--- src/rtl/mem_access_ctrl.sv ---
// rtl/mem_access_ctrl.sv - CPU-to-memory access controller with lane steering, extension and timeout
//
// Purpose: accepts one CPU load/store at a time, checks alignment and size, drives a simple
// chip-select memory port with byte enables and lane-replicated write data, extracts and
// zero/sign-extends read data, and gives up with an error after MAX_WAIT access cycles.
//
// Ports:
//   clk, rst        clock, synchronous active-high reset
//   req_*           CPU request (valid/ready handshake, we, size, signed, addr, wdata)
//   rsp_*           one-cycle response strobe with read data and error flag
//   mem_cs/we/oe    memory strobes, only asserted in the access phase
//   mem_addr/be     lane-aligned address and byte enables
//   mem_wdata       write data replicated across all byte lanes
//   mem_rdata/ready memory read data and completion handshake
module mem_access_ctrl #(
  parameter int ADDR_W   = 32,
  parameter int DATA_W   = 32,
  parameter int MAX_WAIT = 15
) (
  input  logic                clk,
  input  logic                rst,
  input  logic                req_valid,
  output logic                req_ready,
  input  logic                req_we,
  input  logic [1:0]          req_size,
  input  logic                req_signed,
  input  logic [ADDR_W-1:0]   req_addr,
  input  logic [DATA_W-1:0]   req_wdata,
  output logic                rsp_valid,
  output logic [DATA_W-1:0]   rsp_rdata,
  output logic                rsp_err,
  output logic                mem_cs,
  output logic                mem_we,
  output logic                mem_oe,
  output logic [ADDR_W-1:0]   mem_addr,
  output logic [DATA_W/8-1:0] mem_be,
  output logic [DATA_W-1:0]   mem_wdata,
  input  logic [DATA_W-1:0]   mem_rdata,
  input  logic                mem_ready
);

  localparam int NB = DATA_W / 8;
  localparam int LB = $clog2(NB);

  typedef enum logic [1:0] {IDLE, ACCESS, RESP} state_t;

  state_t              state, state_nx;
  logic                we_q, signed_q, err_q;
  logic [1:0]          size_q;
  logic [ADDR_W-1:0]   addr_q;
  logic [DATA_W-1:0]   wdata_q, rdata_q;
  logic [7:0]          wait_cnt;
  logic                req_bad, timeout;
  logic [LB-1:0]       lane;
  logic [NB-1:0]       be_mask;
  logic [DATA_W-1:0]   rd_sh, fmask, rd_ext;
  logic                rd_msb;

  assign lane    = addr_q[LB-1:0];
  assign timeout = (wait_cnt == 8'(MAX_WAIT - 1));

  // Alignment/size check on the live request, so an illegal one skips ACCESS entirely.
  always_comb begin
    req_bad = 1'b0;
    case (req_size)
      2'b00: req_bad = 1'b0;
      2'b01: req_bad = req_addr[0];
      2'b10: req_bad = |req_addr[1:0];
      default: req_bad = (DATA_W == 32) ? 1'b1 : |req_addr[2:0];
    endcase
  end

  // Byte enables, write replication and read field mask all derive from the captured size.
  always_comb begin
    be_mask   = '0;
    mem_wdata = wdata_q;
    fmask     = '1;
    rd_sh     = mem_rdata >> {lane, 3'b000};
    rd_msb    = rd_sh[DATA_W-1];
    case (size_q)
      2'b00: begin
        be_mask   = NB'(1) << lane;
        mem_wdata = {NB{wdata_q[7:0]}};
        fmask     = DATA_W'(8'hFF);
        rd_msb    = rd_sh[7];
      end
      2'b01: begin
        be_mask   = NB'(3) << lane;
        mem_wdata = {(NB/2){wdata_q[15:0]}};
        fmask     = DATA_W'(16'hFFFF);
        rd_msb    = rd_sh[15];
      end
      2'b10: begin
        be_mask   = NB'(15) << lane;
        mem_wdata = {(NB/4){wdata_q[31:0]}};
        fmask     = DATA_W'(32'hFFFF_FFFF);
        rd_msb    = rd_sh[31];
      end
      default: begin
        be_mask   = '1;
        mem_wdata = wdata_q;
        fmask     = '1;
        rd_msb    = rd_sh[DATA_W-1];
      end
    endcase
    rd_ext = (rd_sh & fmask) | ((signed_q && rd_msb) ? ~fmask : '0);
  end

  assign mem_addr  = {addr_q[ADDR_W-1:LB], {LB{1'b0}}};
  assign rsp_rdata = rdata_q;
  assign rsp_err   = err_q;

  always_ff @(posedge clk) begin
    if (rst) state <= IDLE;
    else     state <= state_nx;
  end

  always_comb begin
    state_nx  = state;
    req_ready = 1'b0;
    rsp_valid = 1'b0;
    mem_cs    = 1'b0;
    mem_we    = 1'b0;
    mem_oe    = 1'b0;
    mem_be    = '0;
    case (state)
      IDLE: begin
        req_ready = 1'b1;
        if (req_valid) state_nx = req_bad ? RESP : ACCESS;
      end
      ACCESS: begin
        mem_cs = 1'b1;
        mem_we = we_q;
        mem_oe = ~we_q;
        mem_be = be_mask;
        // mem_ready wins over a coincident timeout
        if (mem_ready || timeout) state_nx = RESP;
      end
      RESP: begin
        rsp_valid = 1'b1;
        state_nx  = IDLE;
      end
      default: state_nx = IDLE;
    endcase
  end

  always_ff @(posedge clk) begin
    if (rst) begin
      we_q     <= 1'b0;
      signed_q <= 1'b0;
      size_q   <= 2'b00;
      addr_q   <= '0;
      wdata_q  <= '0;
      wait_cnt <= 8'd0;
      rdata_q  <= '0;
      err_q    <= 1'b0;
    end else begin
      case (state)
        IDLE: begin
          if (req_valid) begin
            we_q     <= req_we;
            signed_q <= req_signed;
            size_q   <= req_size;
            addr_q   <= req_addr;
            wdata_q  <= req_wdata;
            wait_cnt <= 8'd0;
            if (req_bad) begin
              rdata_q <= '0;
              err_q   <= 1'b1;
            end
          end
        end
        ACCESS: begin
          if (mem_ready) begin
            rdata_q <= we_q ? '0 : rd_ext;
            err_q   <= 1'b0;
          end else if (timeout) begin
            rdata_q <= '0;
            err_q   <= 1'b1;
          end else begin
            wait_cnt <= wait_cnt + 8'd1;
          end
        end
        default: ;
      endcase
    end
  end

endmodule

--- config.mk ---
export PLATFORM = sky130hd
export DESIGN_NAME = mem_access_ctrl
export DESIGN_NICKNAME = d
export VERILOG_FILES = /design/src/rtl/mem_access_ctrl.sv
export SDC_FILE = /design/constraint.sdc
export NUM_CORES = 1
export LEC_CHECK = 0
export BUFFER_PORTS_ARGS = -buffer_cell sky130_fd_sc_hd__buf_2
export CAP_MARGIN = 20
export CORE_MARGIN = 4
export CORE_UTILIZATION = 53
export DETAILED_ROUTE_END_ITERATION = 16
export PLACE_DENSITY = 0.91
export SYNTH_ARGS = -nofsm -noshare
export SYNTH_HDL_FRONTEND = slang
export SYNTH_SLANG_ARGS = --single-unit
--- constraint.sdc ---
create_clock -name clk -period 6.6 [get_ports clk]
set_clock_uncertainty 0.1 [all_clocks]
set_input_delay 0.33 -clock clk [delete_from_list [all_inputs] [get_ports clk]]
set_output_delay 0.33 -clock clk [all_outputs]
set_load 0.005 [all_outputs]
==> impl_metrics.py, run 1 <==
metrics = {
    "status": {
        "run_status": "completed",
    },
    "sta": {
        "layout_min_cycle_time_ns": 2.946,
        "drv_slew": 0,
        "relSlewSlack": 0.4601,
        "timing.final.crit_share": 0.4464,
        "setup_viol_count_final": 0,
        "rsz0062_at_grt": "no",
        "fmax_mhz": 339.4,
        "hold_viol": 0,
        "setup_tns_ns": 0,
        "worst_pin_slew_ns": 0.8098,
    },
    "layout": {
        "ff_latch_area_sq_um": 2222,
        "nets": 916,
        "final_cell_mix": "buf_2 (207), nand2_1 (185), dfxtp_1 (111)",
        "diodes": 0,
        "synthToLayoutAreaGrowth_pct": 17.44,
        "drive_gt1_frac": 0.3239,
        "layout_commonest_cell": "buf_2",
        "final.fill_count": 870,
        "multiInputGateArea_sq_um": 2708,
    },
    "critical_path": {
        "critPathKind": "flop to output port",
        "critPathTopFamily": "buffers and inverters",
        "worst-path-stages": 6,
        "crit_path_start_kind": "flop",
        "rr_worst_depth": 6,
        "crit_buf_inv": 3,
        "end_kind": "output port",
        "path_max_fanout": 22,
        "worst-r2r-setup-slack_ns": 4.12,
        "cp_slowest_stage_delay_ns": 0.45,
        "cpMaxStageDelayCell": "ha_1",
        "critPathArrivalTime_ns": 2.52,
        "critPathRequiredTime_ns": 6.17,
        "path_cells": "inv_1 > ha_1 > nor2_1 > buf_4 > mux2_2 > buf_2",
    },
    "clock_network": {
        "post_cts_buffers": 0,
        "cts_made_buffers": 9,
        "cts-hold-fix-buffers": 0,
        "cts.sinks": 111,
        "cts_tree": "built",
        "clk_pin_slew_ns": 0.11,
        "cts_buffer_depth": 2,
        "ctsResizeCount": 0,
        "htreeDepth": 3,
        "clock_latency_ns": 0.36,
        "clock_tree.root_cell": "clkbuf_8",
    },
    "min_path": {
        "hold_depth": 3,
        "hp-class": "primary input to flop",
    },
    "route": {
        "remaining_drc_errors": 0,
        "postRouteAntennaNets": 0,
        "wl_per_cell_microns": 15.68,
        "first_iter_violations": 311,
        "num_vias": 5107,
        "dr.pass1.iters": 5,
        "vias_per_cell": 5.421,
        "wirelength_microns": 14770,
    },
    "yosys": {
        "yosys.area_share.simple": 0.2051,
        "async_flop_share": 0,
        "synth.avg_cell_area_sq_um": 8.165,
        "synth-compound-area-share": 0.2138,
        "ys_ff_latch": 111,
        "yosys_warnings": 0,
        "synth-edff-count": 0,
        "netlist-cell-type-count": 58,
        "syn_inst": 668,
        "ys.flop_type": "dfxtp_1",
        "synth_fa_ha_area_frac": 0.01606,
        "syn_area_sq_um": 5454,
        "yosysSeqAreaShare": 0.4074,
        "synthMuxAreaShare": 0.05139,
        "synth_top_family_by_area": "compound AO/OA/AOI/OAI gates",
        "synth_xor_area_frac": 0.008029,
    },
    "power": {
        "leakage_nw": 2.885,
        "fin_total_pwr_w": 0.001419,
        "ir_worst_vdd_mv": 0.1673,
        "p_per_area_nw_per_um2": 221.6,
    },
    "global_routing": {
        "antenna_found_initial": 0,
        "grt_pass1_vias": 4596,
        "grt_overflow": 0,
        "grt_max_degree": 69,
        "grt_use_total": 0.2388,
        "grt_pass1_wl_microns": 22830,
    },
    "die": {
        "ioPinCount": 210,
        "die_w_microns": 109.4,
        "die_y_microns": 109.4,
        "die_area_sq_um": 11980,
        "core-area_sq_um": 9910,
        "rows": 36,
        "start_util": 0.5504,
    },
    "place": {
        "dp_hpwl_microns": 10890,
        "gp_routability_congestion": 0.9011,
        "port_buffers": 207,
    },
    "job": {
        "maxCapViolations": 0,
    },
}
## flip-flops by register name, indices dropped and copies added (netlist names), 2 cells and up
signal / count
wdata_q: 32
size_q: 2
state: 2
addr_q: 32
rsp_rdata: 32
wait_cnt: 8
## worst paths after layout
check,start,endpoint
hold / removal,req_wdata[21],wdata_q[21]$_SDFFE_PP0P_
setup / recovery,size_q[0]$_SDFFE_PP0P_,mem_wdata[20]
hold reg to reg,addr_q[18]$_SDFFE_PP0P_,addr_q[18]$_SDFFE_PP0P_
setup reg to reg,size_q[0]$_SDFFE_PP0P_,rsp_rdata[25]$_SDFFE_PP0P_
## layer usage
layer | vias up | track usage | wire, microns
li1 | 2538 | - | -
met1 | 2318 | 0.3117 | 6170
met2 | 226 | 0.3967 | 7094
met3 | 25 | 0.05578 | 1251
met4 | 0 | 0.06500 | 251
met5 | - | 0 | 0
## metrics by stage
| stage | setup WS, ns | cells | hold slack (ns) | utilization | instance area [sq um] |
|---|---|---|---|---|---|
| after floorplan | 4.492 | 669 | 0.3270 | - | 5458 |
| after global placement | 4.120 | 926 | 0.3391 | 0.6260 | 6203 |
| after detailed placement | 4.047 | 926 | 0.3432 | 0.6260 | 6203 |
| after CTS | 3.645 | 941 | 0.07489 | 0.6456 | 6397 |
| after global routing | 3.464 | 942 | 0.07792 | 0.6463 | 6405 |
| final | 3.654 | 942 | 0.08947 | 0.6463 | 6405 |
## worst reg2reg max path, delay by kind of cell (launching register included)
kind | cells | cell delay [ns]
AO/OA/AOI/OAI | 1 | 0.20
adder cells (fa/ha/maj) | 1 | 0.45
buffers and inverters | 1 | 0.10
flip-flops | 1 | 0.39
AND/OR/NAND/NOR | 3 | 1.18
## area by class of cell
class,instances,share of cell area
sequential,111,0.3469
tap,133,0.02598
inverter,7,0.004102
timing repair buffer,214,0.1700
clock inverter,6,0.01094
multi-input combinational,462,0.4227
clock buffer,9,0.01934
## cell families after synthesis
logic type      Yosys count
simple gates            250
compound gates          172
flops                   111
buf+inv                  96
mux                      26
fa+ha+maj                 7
xor+xnor                  5
other cells               1
## synthesized netlist by cell type, types with 6 or more instances
cell type / number / area [sq um]
inv_1: 6 / 22.52
dfxtp_1: 111 / 2222
mux2i_1: 10 / 100.1
buf_4: 40 / 300.3
nor2b_1: 9 / 56.30
a22oi_1: 8 / 60.06
mux2_2: 16 / 180.2
o31ai_1: 16 / 120.1
ha_1: 7 / 87.58
a22o_1: 8 / 70.07
nand2b_1: 7 / 43.79
nor2_1: 20 / 75.07
clkbuf_1: 39 / 146.4
a31oi_1: 17 / 106.4
a32o_1: 8 / 80.08
o21ai_0: 8 / 40.04
nand2_1: 186 / 698.2
a221o_1: 8 / 80.08
a211o_1: 7 / 61.31
a21oi_1: 72 / 360.4
## power by group
group / internal (W) / leakage [nW] / switching (W)
Sequential: 0.000705 / 0.906 / 0.0000265
Combinational: 0.000117 / 1.88 / 0.000166
Clock: 0.000177 / 0.100 / 0.000228
Total: 0.000999 / 2.88 / 0.000420
Note: power is estimated with default switching activity, not from simulation.
==> run 2, diff against run 1 <==
--- a/config.mk
+++ b/config.mk
@@ -5,12 +5,13 @@
 export SDC_FILE = /design/constraint.sdc
 export NUM_CORES = 1
 export LEC_CHECK = 0
+export ABC_AREA = 1
 export BUFFER_PORTS_ARGS = -buffer_cell sky130_fd_sc_hd__buf_2
 export CAP_MARGIN = 20
 export CORE_MARGIN = 4
-export CORE_UTILIZATION = 53
+export CORE_UTILIZATION = 45
 export DETAILED_ROUTE_END_ITERATION = 16
-export PLACE_DENSITY = 0.91
+export PLACE_DENSITY = 0.82
 export SYNTH_ARGS = -nofsm -noshare
 export SYNTH_HDL_FRONTEND = slang
 export SYNTH_SLANG_ARGS = --single-unit
==> constraint.sdc (replaced) <==
create_clock -name clk -period 2.4 [get_ports clk]
set_clock_uncertainty 0.1 [all_clocks]
set_input_delay 0.12 -clock clk [delete_from_list [all_inputs] [get_ports clk]]
set_output_delay 0.12 -clock clk [all_outputs]
set_load 0.005 [all_outputs]
==> run 2 against run 1 <==
  * Via count rose by 18%
  * Register-to-register slack got worse by 3.7 ns
  * Cell count rose by 24%
  * Sequential cell count did not move
  * Clock-buffer cell count rose by 2
  * Combinational power rose to 3.7 times the previous value
  * Critical path type unchanged
  * Hold slack got worse by 0.050 ns
  * Sequential share of layout area fell by 4.2 points
  * Sequential power rose to 2.8 times the previous value
  * Worst setup slack got worse by 3.5 ns
  * Global-route usage barely moved
==> impl_metrics.py, run 2 <==
metrics = {
    "status": {
        "run_status": "completed",
    },
    "min_path": {
        "hp-class": "primary input to flop",
        "whs_endpoint": "rsp_err$_SDFFE_PP0P_",
        "hold_depth": 4,
        "min_from": "mem_ready",
    },
    "critical_path": {
        "critPathRequiredTime_ns": 2.18,
        "end_kind": "output port",
        "r2r_start": "size_q[0]$_SDFFE_PP0P_",
        "worst-r2r-setup-slack_ns": 0.39,
        "crit_path_start_kind": "flop",
        "cpMaxStageDelayCell": "ha_2",
        "rr_worst_depth": 9,
        "critPathKind": "flop to output port",
        "cpMostUsedCell": "inv_1",
        "r2r-end": "rsp_rdata[27]$_SDFFE_PP0P_",
        "path_max_fanout": 11,
        "path_cells": "inv_1 > ha_2 > inv_1 > o22ai_1 > inv_1 > o21ai_0 > buf_2",
        "cp_slowest_stage_delay_ns": 0.36,
        "critPathArrivalTime_ns": 2.02,
    },
    "yosys": {
        "synth_top_area_share": 0.4014,
        "ys.flop_type": "dfxtp_1",
        "ys_top_cells_by_count": "nand2_1 (150), nor2_1 (130), o21ai_0 (121)",
        "syn_inst": 807,
        "synth.avg_cell_area_sq_um": 6.859,
        "netlist-cell-type-count": 31,
        "yosysSeqAreaShare": 0.4014,
        "yosys.area.top_type": "dfxtp_1",
        "yosys_warnings": 0,
        "synth_area_leaders": "dfxtp_1 (40%), o21ai_0 (11%), nand2_1 (10%)",
        "synth-edff-count": 0,
        "ys_ff_latch": 111,
        "syn_area_sq_um": 5535,
        "async_flop_share": 0,
        "yosysMostFrequentCell": "nand2_1",
    },
    "clock_network": {
        "cts_tree": "built",
        "cts_buffer_depth": 2,
        "clk_pin_slew_ns": 0.08,
        "clock_tree.root_cell": "clkbuf_16",
        "cts.sinks": 111,
        "post_cts_buffers": 0,
        "clock_latency_ns": 0.35,
        "cts_made_buffers": 9,
        "htreeDepth": 3,
    },
    "place": {
        "gp_routability_congestion": 0.9476,
        "port_buffers": 207,
        "dp_hpwl_microns": 11590,
        "place_inst": 1086,
    },
    "sta": {
        "drv_slew": 0,
        "setup_viol_count_final": 0,
        "rsz0062_at_grt": "no",
        "timing.final.crit_share": 0.9333,
        "fmax_mhz": 446.5,
        "hold_viol": 0,
        "setup_tns_ns": 0,
        "layout_min_cycle_time_ns": 2.240,
    },
    "die": {
        "die_y_microns": 118.9,
        "ioPinCount": 210,
        "rows": 40,
        "core-area_sq_um": 12010,
        "die_area_sq_um": 14140,
        "die_w_microns": 118.9,
        "start_util": 0.4608,
    },
    "layout": {
        "synthToLayoutAreaGrowth_pct": 31.49,
        "nets": 1129,
        "final_cell_mix": "buf_2 (207), nand2_1 (149), nor2_1 (130)",
        "diodes": 0,
        "drive_gt1_frac": 0.2454,
        "final.fill_count": 1060,
        "layout_commonest_cell": "buf_2",
        "ff_latch_area_sq_um": 2222,
        "final-instance-count-excl-fill": 1170,
        "multiInputGateArea_sq_um": 2526,
    },
    "route": {
        "num_vias": 6048,
        "postRouteAntennaNets": 0,
        "vias_per_cell": 5.169,
        "first_iter_violations": 563,
        "wl_per_cell_microns": 14.72,
        "wirelength_microns": 17220,
        "dr.pass1.iters": 7,
        "remaining_drc_errors": 0,
    },
    "job": {
        "maxCapViolations": 0,
    },
    "global_routing": {
        "grt_overflow": 0,
        "grt_pass1_vias": 5650,
        "antenna_found_initial": 0,
        "grt_use_total": 0.2384,
        "grt_pass1_wl_microns": 27630,
        "grt_max_degree": 48,
    },
    "power": {
        "ir_worst_vdd_mv": 0.4003,
        "p_per_area_nw_per_um2": 634.5,
        "leakage_nw": 3.520,
    },
}
run 2: power by group:
group / internal (W) / leakage [nW] / total, W / switching (W)
Combinational: 0.000427 / 2.46 / 0.00106 / 0.000629
Clock: 0.000840 / 0.146 / 0.00153 / 0.000690
Sequential: 0.00196 / 0.912 / 0.00203 / 0.0000671
run 2: how the worst max path moves through the flow:
stage / startpoint / endpoint / slack (ns) / cells after the start
floorplan: size_q[0]$_SDFFE_PP0P_ / mem_wdata[24] / 0.66 / 7
global placement: size_q[0]$_SDFFE_PP0P_ / rsp_rdata[16]$_SDFFE_PP0P_ / 0.34 / 9
detailed placement: size_q[0]$_SDFFE_PP0P_ / rsp_rdata[20]$_SDFFE_PP0P_ / 0.20 / 9
CTS: size_q[0]$_SDFFE_PP0P_ / mem_wdata[13] / 0.03 / 7
global route: size_q[0]$_SDFFE_PP0P_ / mem_wdata[23] / 0.001 / 7
finish: size_q[0]$_SDFFE_PP0P_ / mem_wdata[13] / 0.16 / 7
run 2: kinds of logic after synthesis:
| kind of cell | after synthesis | synth area share |
|---|---|---|
| simple gates | 314 | 0.2301 |
| compound gates | 221 | 0.2073 |
| buf+inv | 153 | 0.1447 |
| flops | 111 | 0.4014 |
| fa+ha+maj | 7 | 0.01582 |
| other cells | 1 | 0.0006775 |
run 2: area by class of cell:
cell class	instances	area share
sequential	111	0.3053
timing repair buffer	286	0.2472
inverter	66	0.03404
multi-input combinational	544	0.3471
tap	147	0.02527
clock inverter	5	0.007736
clock buffer	11	0.03335
run 2: critical path, delay by kind of cell (launching register included):
kind	cells	cell delay, ns
buffers and inverters	4	0.61
AOI/OAI and AO/OA	2	0.35
DFF	1	0.34
adders and majority gates	1	0.36
run 2: what timing repair did:
item                       in CTS  in global routing
hold endpoints to repair       68                  0
resized for setup               1                  1
gates cloned                    0                  0
hold buffers                   68                  0
setup endpoints to repair       9                 24
run 2: per-layer routing:
metal  up-vias  track usage  wire, microns
li1       2971            -              -
met1      2704       0.2853           6779
met2       318       0.3982           8196
met3        55      0.06173           1561
met4         0       0.1144            685
met5         -            0              0
run 2: through the flow:
step	util	area (sq um)	total power (W)	hold slack [ns]	setup WS, ns
2_1_floorplan	-	5539	0.002731	0.1867	0.6635
3_3_place_gp	0.5238	6291	0.002995	0.2680	0.3380
3_5_place_dp	0.5238	6291	0.003012	0.2748	0.2048
4_1_cts	0.6057	7276	0.004606	0.01650	0.03348
5_1_grt	0.6059	7278	0.004849	0.06426	0.001198
6_report	0.6059	7278	0.004618	0.03988	0.1602
